**src/rtl/pipe_hazard_ctrl.sv**
```systemverilog
// pipe_hazard_ctrl: hazard and stall controller for the 5-stage MIPS pipeline.
// A 3-entry scoreboard (EX/MEM/WB) tracks pending register writes. It detects
// load-use hazards, resolves taken branches and jumps, and counts data-hazard
// bubbles in a saturating counter. State advances on the falling clock edge.
// Optional build macro HAZARD_NO_FORWARD_EN: the datapath has no forwarding, so
// any producer still in EX or MEM stalls a dependent consumer in ID.
module pipe_hazard_ctrl #(
    parameter int CNT_WIDTH  = 16,
    parameter int REG_ADDR_W = 5
) (
    input  logic                  clk,
    input  logic                  reset,
    input  logic [REG_ADDR_W-1:0] id_rs,
    input  logic [REG_ADDR_W-1:0] id_rt,
    input  logic                  id_use_rs,
    input  logic                  id_use_rt,
    input  logic [REG_ADDR_W-1:0] id_dest,
    input  logic                  id_regwrite,
    input  logic                  id_memread,
    input  logic                  id_jump,
    input  logic                  ex_branch_taken,
    output logic                  pc_write,
    output logic                  ifid_write,
    output logic                  ifid_flush,
    output logic                  idex_stall,
    output logic [CNT_WIDTH-1:0]  bubble_count
);

    typedef struct packed {
        logic                  valid;
        logic                  load;
        logic [REG_ADDR_W-1:0] addr;
    } sb_entry_t;

    sb_entry_t sb_ex;
    sb_entry_t sb_mem;
    sb_entry_t sb_wb;
    sb_entry_t insert;
    logic      data_hazard;

    // Register 0 is hard-wired to zero and never creates a dependency.
    function automatic logic match(input sb_entry_t e);
        logic hit_rs;
        logic hit_rt;
        hit_rs = id_use_rs && (e.addr == id_rs);
        hit_rt = id_use_rt && (e.addr == id_rt);
        return e.valid && (e.addr != '0) && (hit_rs || hit_rt);
    endfunction

    // Entry pushed into EX: a bubble (stall or flush) carries no pending write.
    always_comb begin
        insert.valid = id_regwrite & ~idex_stall;
        insert.load  = id_memread;
        insert.addr  = id_dest;
    end

    // Hazard detection: load-use only, or any EX/MEM producer without forwarding.
    always_comb begin
`ifdef HAZARD_NO_FORWARD_EN
        data_hazard = match(sb_ex) | match(sb_mem);
`else
        data_hazard = sb_ex.load & match(sb_ex);
`endif
    end

    // Front-end and ID/EX control, branch > data hazard > jump > normal.
    always_comb begin
        pc_write   = 1'b1;
        ifid_write = 1'b1;
        ifid_flush = 1'b0;
        idex_stall = 1'b0;
        if (ex_branch_taken) begin
            ifid_flush = 1'b1;
            idex_stall = 1'b1;
        end else if (data_hazard) begin
            pc_write   = 1'b0;
            ifid_write = 1'b0;
            idex_stall = 1'b1;
        end else if (id_jump) begin
            ifid_flush = 1'b1;
        end
    end

    // Scoreboard shift register, advancing one stage per falling edge.
    always_ff @(negedge clk or negedge reset) begin
        if (!reset) begin
            sb_ex  <= '0;
            sb_mem <= '0;
            sb_wb  <= '0;
        end else begin
            sb_wb  <= sb_mem;
            sb_mem <= sb_ex;
            sb_ex  <= insert;
        end
    end

    // Saturating count of data-hazard bubbles; branch flushes are not counted.
    always_ff @(negedge clk or negedge reset) begin
        if (!reset) begin
            bubble_count <= '0;
        end else if (data_hazard && !ex_branch_taken && (bubble_count != '1)) begin
            bubble_count <= bubble_count + 1'b1;
        end
    end

endmodule

```
**config.mk**
```make
export PLATFORM = sky130hd
export DESIGN_NAME = pipe_hazard_ctrl
export DESIGN_NICKNAME = d
export VERILOG_FILES = /design/src/rtl/pipe_hazard_ctrl.sv
export SDC_FILE = /design/constraint.sdc
export NUM_CORES = 1
export LEC_CHECK = 0
export BUFFER_PORTS_ARGS = -buffer_cell sky130_fd_sc_hd__buf_2
export CAP_MARGIN = 20
export CORE_ASPECT_RATIO = 0.75
export CORE_MARGIN = 3
export CORE_UTILIZATION = 25
export DETAILED_ROUTE_END_ITERATION = 10
export GPL_ROUTABILITY_DRIVEN = 0
export HOLD_SLACK_MARGIN = 0.15
export MAX_ROUTING_LAYER = met4
export PLACE_DENSITY_LB_ADDON = 0.15
export SETUP_SLACK_MARGIN = 0.15
export SLEW_MARGIN = 20
export SYNTH_ARGS = -nofsm -noshare
export SYNTH_HDL_FRONTEND = slang
export SYNTH_SLANG_ARGS = --single-unit
```
**constraint.sdc**
```tcl
create_clock -name clk -period 4.9 [get_ports clk]
set_input_delay 0.245 -clock clk [delete_from_list [all_inputs] [get_ports clk]]
set_output_delay 0.245 -clock clk [all_outputs]
set_load 0.005 [all_outputs]
```
# [Yosys cells after proc, flatten, opt, wreduce, memory -nomap -nowiden]
# Cells that the tools add are included.
[totals] reg_bits=23 output_inout_bits=20 wordCells=27
[op_classes] addsub=1 eq_ne=3 n_mux=7 bitwise_logic=3 n_reduce_logical=9
[op_table] cell="16-bit by 1-bit adder with 16-bit output (second input constant)" n=1
[op_table] cell="16-bit != test (second input constant)" n=1
[op_table] cell="5-bit equality test" n=2
[op_table] cell="1-bit 2-to-1 mux" n=7
[op_table] cell="1-bit logical AND" n=6
[op_table] cell="5-bit nonzero test" n=1
[op_table] cell="1-bit bitwise AND" n=2
[op_table] cell="1-bit logical NOT" n=1
[op_table] cell="1-bit logical OR" n=1
[op_table] cell="1-bit inverter" n=1

# [Logic depth before layout (Yosys ltp)]
[logic_depth] word_depth=9 mapped_depth=6 mapped_depth_nobuf=6

==> results.py <==
metrics = {
    "final_layout": {
        "layout-drive-gt1-share_pct": 37.0,
        "area.sequential_um2": 576,
        "area_growth_pct": 26.1,
        "diodes": 0,
        "fill_cells": 462,
        "multiInputGateArea_um2": 636,
        "fin_nets": 179,
    },
    "critical_path": {
        "cp_slowest_cell": "dfrtn_1",
        "worstPathCellList": "xnor2_1 > nand4_1 > o22ai_2 > o2111ai_1 > a21o_1 > buf_2",
        "path_delay_family": "compound AO/OA/AOI/OAI gates",
        "crit_type": "flop to output port",
        "worstPathArrival_ns": 4.24,
        "timing.rr.end": "bubble_count[1]",
        "cp_num_buf_inv": 1,
        "end_kind": "output port",
        "ff2ff_path_depth": 6,
        "crit_fanout": 4,
        "crit_path_start_kind": "flop",
        "r2r_setup_slack_ns": 2.93,
        "required_ns": 4.66,
        "reg2reg_from": "bubble_count[0]",
        "cp_slowest_stage_delay_ns": 0.52,
    },
    "global_route": {
        "grt_max_degree": 24,
        "grtUsageTotal_pct": 11.0,
        "antenna_found_initial": 0,
        "grt_overflow": 0,
        "first_global_vias": 1020,
        "grt_pass1_wl_um": 4830,
    },
    "min_path": {
        "hp-start": "bubble_count[9]",
        "holdPathEnd": "bubble_count[9]",
        "min_path_type": "flop to flop",
        "holdPathStages": 1,
    },
    "detailed_routing": {
        "via_count": 991,
        "vias_per_cell": 4.70,
        "drtPass1Iterations": 4,
        "drtIter0Drc": 29,
        "wl_um": 2940,
        "ant_nets": 0,
        "drc": 0,
        "wire_per_inst_um": 13.9,
    },
    "floorplanning": {
        "core_um2": 4600,
        "dieWidth_um": 86.9,
        "initial_core_util_pct": 26.7,
        "fp.dieH_um": 66.7,
        "design.die.area_um2": 5790,
        "ioPinCount": 43,
        "row_count": 21,
    },
    "placed_design": {
        "hpwl_um": 2270,
        "pre_cts_ws_ns": 0.695,
        "port_buffers": 42,
    },
    "clock_network": {
        "cts_hold_buf": 0,
        "cts_tree": "done",
        "cts-resized-gates": 0,
        "clock-sinks": 23,
        "cts_buffers": 3,
        "htreeDepth": 1,
        "clk_path_buf_depth": 2,
        "ctsRootBufferMaster": "clkbuf_8",
        "clk_latency_ns": 0.28,
        "post_cts_buffers": 0,
        "path_clk_slew_ns": 0.06,
    },
    "synth": {
        "yosys_warnings": 0,
        "muxShareOfSynthArea_pct": 2.14,
        "syn_nets": 133,
        "synth-adder-area-share_pct": 1.02,
        "async_reset_ff_share_pct": 100,
        "ys_seq_area_share_pct": 46.9,
        "yosysTopAreaCell": "dfrtn_1",
        "syn_area_um2": 1230,
        "synthFlopType": "dfrtn_1",
        "synth_edf_count": 0,
        "yosys-top-cells-area": "dfrtn_1, xnor2_1, nand4_1",
        "synth-seq-cells": 23,
        "synth_xor_area_share_pct": 16.4,
        "ys_types": 35,
        "synth_top_area_share_pct": 46.9,
        "synth_cells": 109,
        "synth-compound-area-share_pct": 5.41,
        "synth-simple-area-share_pct": 26.8,
        "synth_top_family_by_area": "simple AND/OR/NAND/NOR gates",
        "avgSynthCellArea_um2": 11.2,
    },
    "power": {
        "power_density_nw_per_um2": 229,
        "vdd_drop_max_uv": 81.7,
        "p_leak_nw": 0.716,
    },
    "flow_run": {
        "drv_cap": 0,
    },
    "timing": {
        "finClkSkew_ns": 0.00234,
        "whs_ns": 0.447,
        "maxSlewViolCount": 0,
        "tightest_slew_ns": 0.530,
        "slew_headroom_pct": 64.7,
        "tns_ns": 0,
        "rsz0062_at_grt": "no",
        "layout_setup_ws_ns": 0.416,
        "setup_viol": 0,
        "hold_violations": 0,
    },
    "run_status": {
        "status": "complete, no violations",
    },
}
==> flip-flops by register name, indices dropped and copies added (netlist names) <==
name          flops
sb_ex             7
bubble_count     16
==> layout make-up <==
cell class | instances | share of cell area [%]
Timing Repair Buffer | 43 | 14.1
Sequential cell | 23 | 37.2
Tap cell | 57 | 4.61
Multi-Input combinational cell | 84 | 41.1
Clock inverter | 1 | 0.324
Clock buffer | 3 | 2.67
==> routing by layer <==
layer	track usage, %	wire length [µm]
met3	3.34	126
met2	17.4	1370
met4	2.33	26
met1	14.0	1410
met5	-	0
==> through the flow <==
step                cell area (µm²)  power [W]  std cells  util (%)
finish                         1550   0.000354        211      33.6
global route                   1550   0.000375        211      33.6
CTS                            1550   0.000360        211      33.6
detailed placement             1500   0.000238        207      32.6
global placement               1500   0.000238        207      32.6
floorplan                      1230   0.000219        109         -
==> where the power goes <==
part / switching [W] / internal (W) / leakage, nW
Clock: 0.0000630 / 0.0000568 / 0.0255
Sequential: 0.00000535 / 0.000195 / 0.306
Combinational: 0.0000157 / 0.0000175 / 0.384
Total: 0.0000840 / 0.000270 / 0.716
==> cells by family (layout without fill, tap and decap cells) <==
| group | count (synthesis) | after routing |
|---|---|---|
| and+or+nand+nor | 52 | 52 |
| xor gates and xnor gates | 23 | 23 |
| DFF | 23 | 23 |
| AOI/OAI and AO/OA | 6 | 6 |
| muxes | 2 | 2 |
| buffers and inverters | 2 | 47 |
| adders and majority gates | 1 | 1 |
==> Yosys cell counts, types with 2 or more instances <==
master,count
nand3b_1,2
and3b_1,2
nor2_1,3
nor3_1,2
nand2b_1,3
nand3_1,5
xor2_1,2
and4_1,2
xnor2_1,21
and3_1,4
buf_4,2
dfrtn_1,23
nand2_1,8
nand4_1,9
==> layout by cell type, fill, tap and decap left out, types with 2 or more instances in the layout <==
| master | instances |
|---|---|
| nand2_1 | 8 |
| xnor2_1 | 21 |
| and3_1 | 4 |
| nand2b_1 | 3 |
| and4_1 | 2 |
| clkbuf_8 | 3 |
| nand3b_1 | 2 |
| and3b_1 | 2 |
| nand3_1 | 5 |
| buf_2 | 42 |
| nor3_1 | 2 |
| nor2_1 | 3 |
| nand4_1 | 9 |
| dfrtn_1 | 23 |
| xor2_1 | 2 |
==> worst max path at each step <==
| stage | start | endpoint | slack (ns) | depth (start not counted) |
|---|---|---|---|---|
| finish | sb_ex[1] | ifid_flush | 0.42 | 6 |
| global route | sb_ex[1] | ifid_flush | 0.27 | 6 |
| CTS | sb_ex[1] | ifid_flush | 0.39 | 6 |
| detailed placement | sb_ex[1] | ifid_flush | 0.70 | 6 |
| global placement | sb_ex[0] | ifid_flush | 0.72 | 4 |
| floorplan | sb_ex[1] | pc_write | 0.72 | 6 |
No activity file was read; power rests on OpenSTA's default activity.
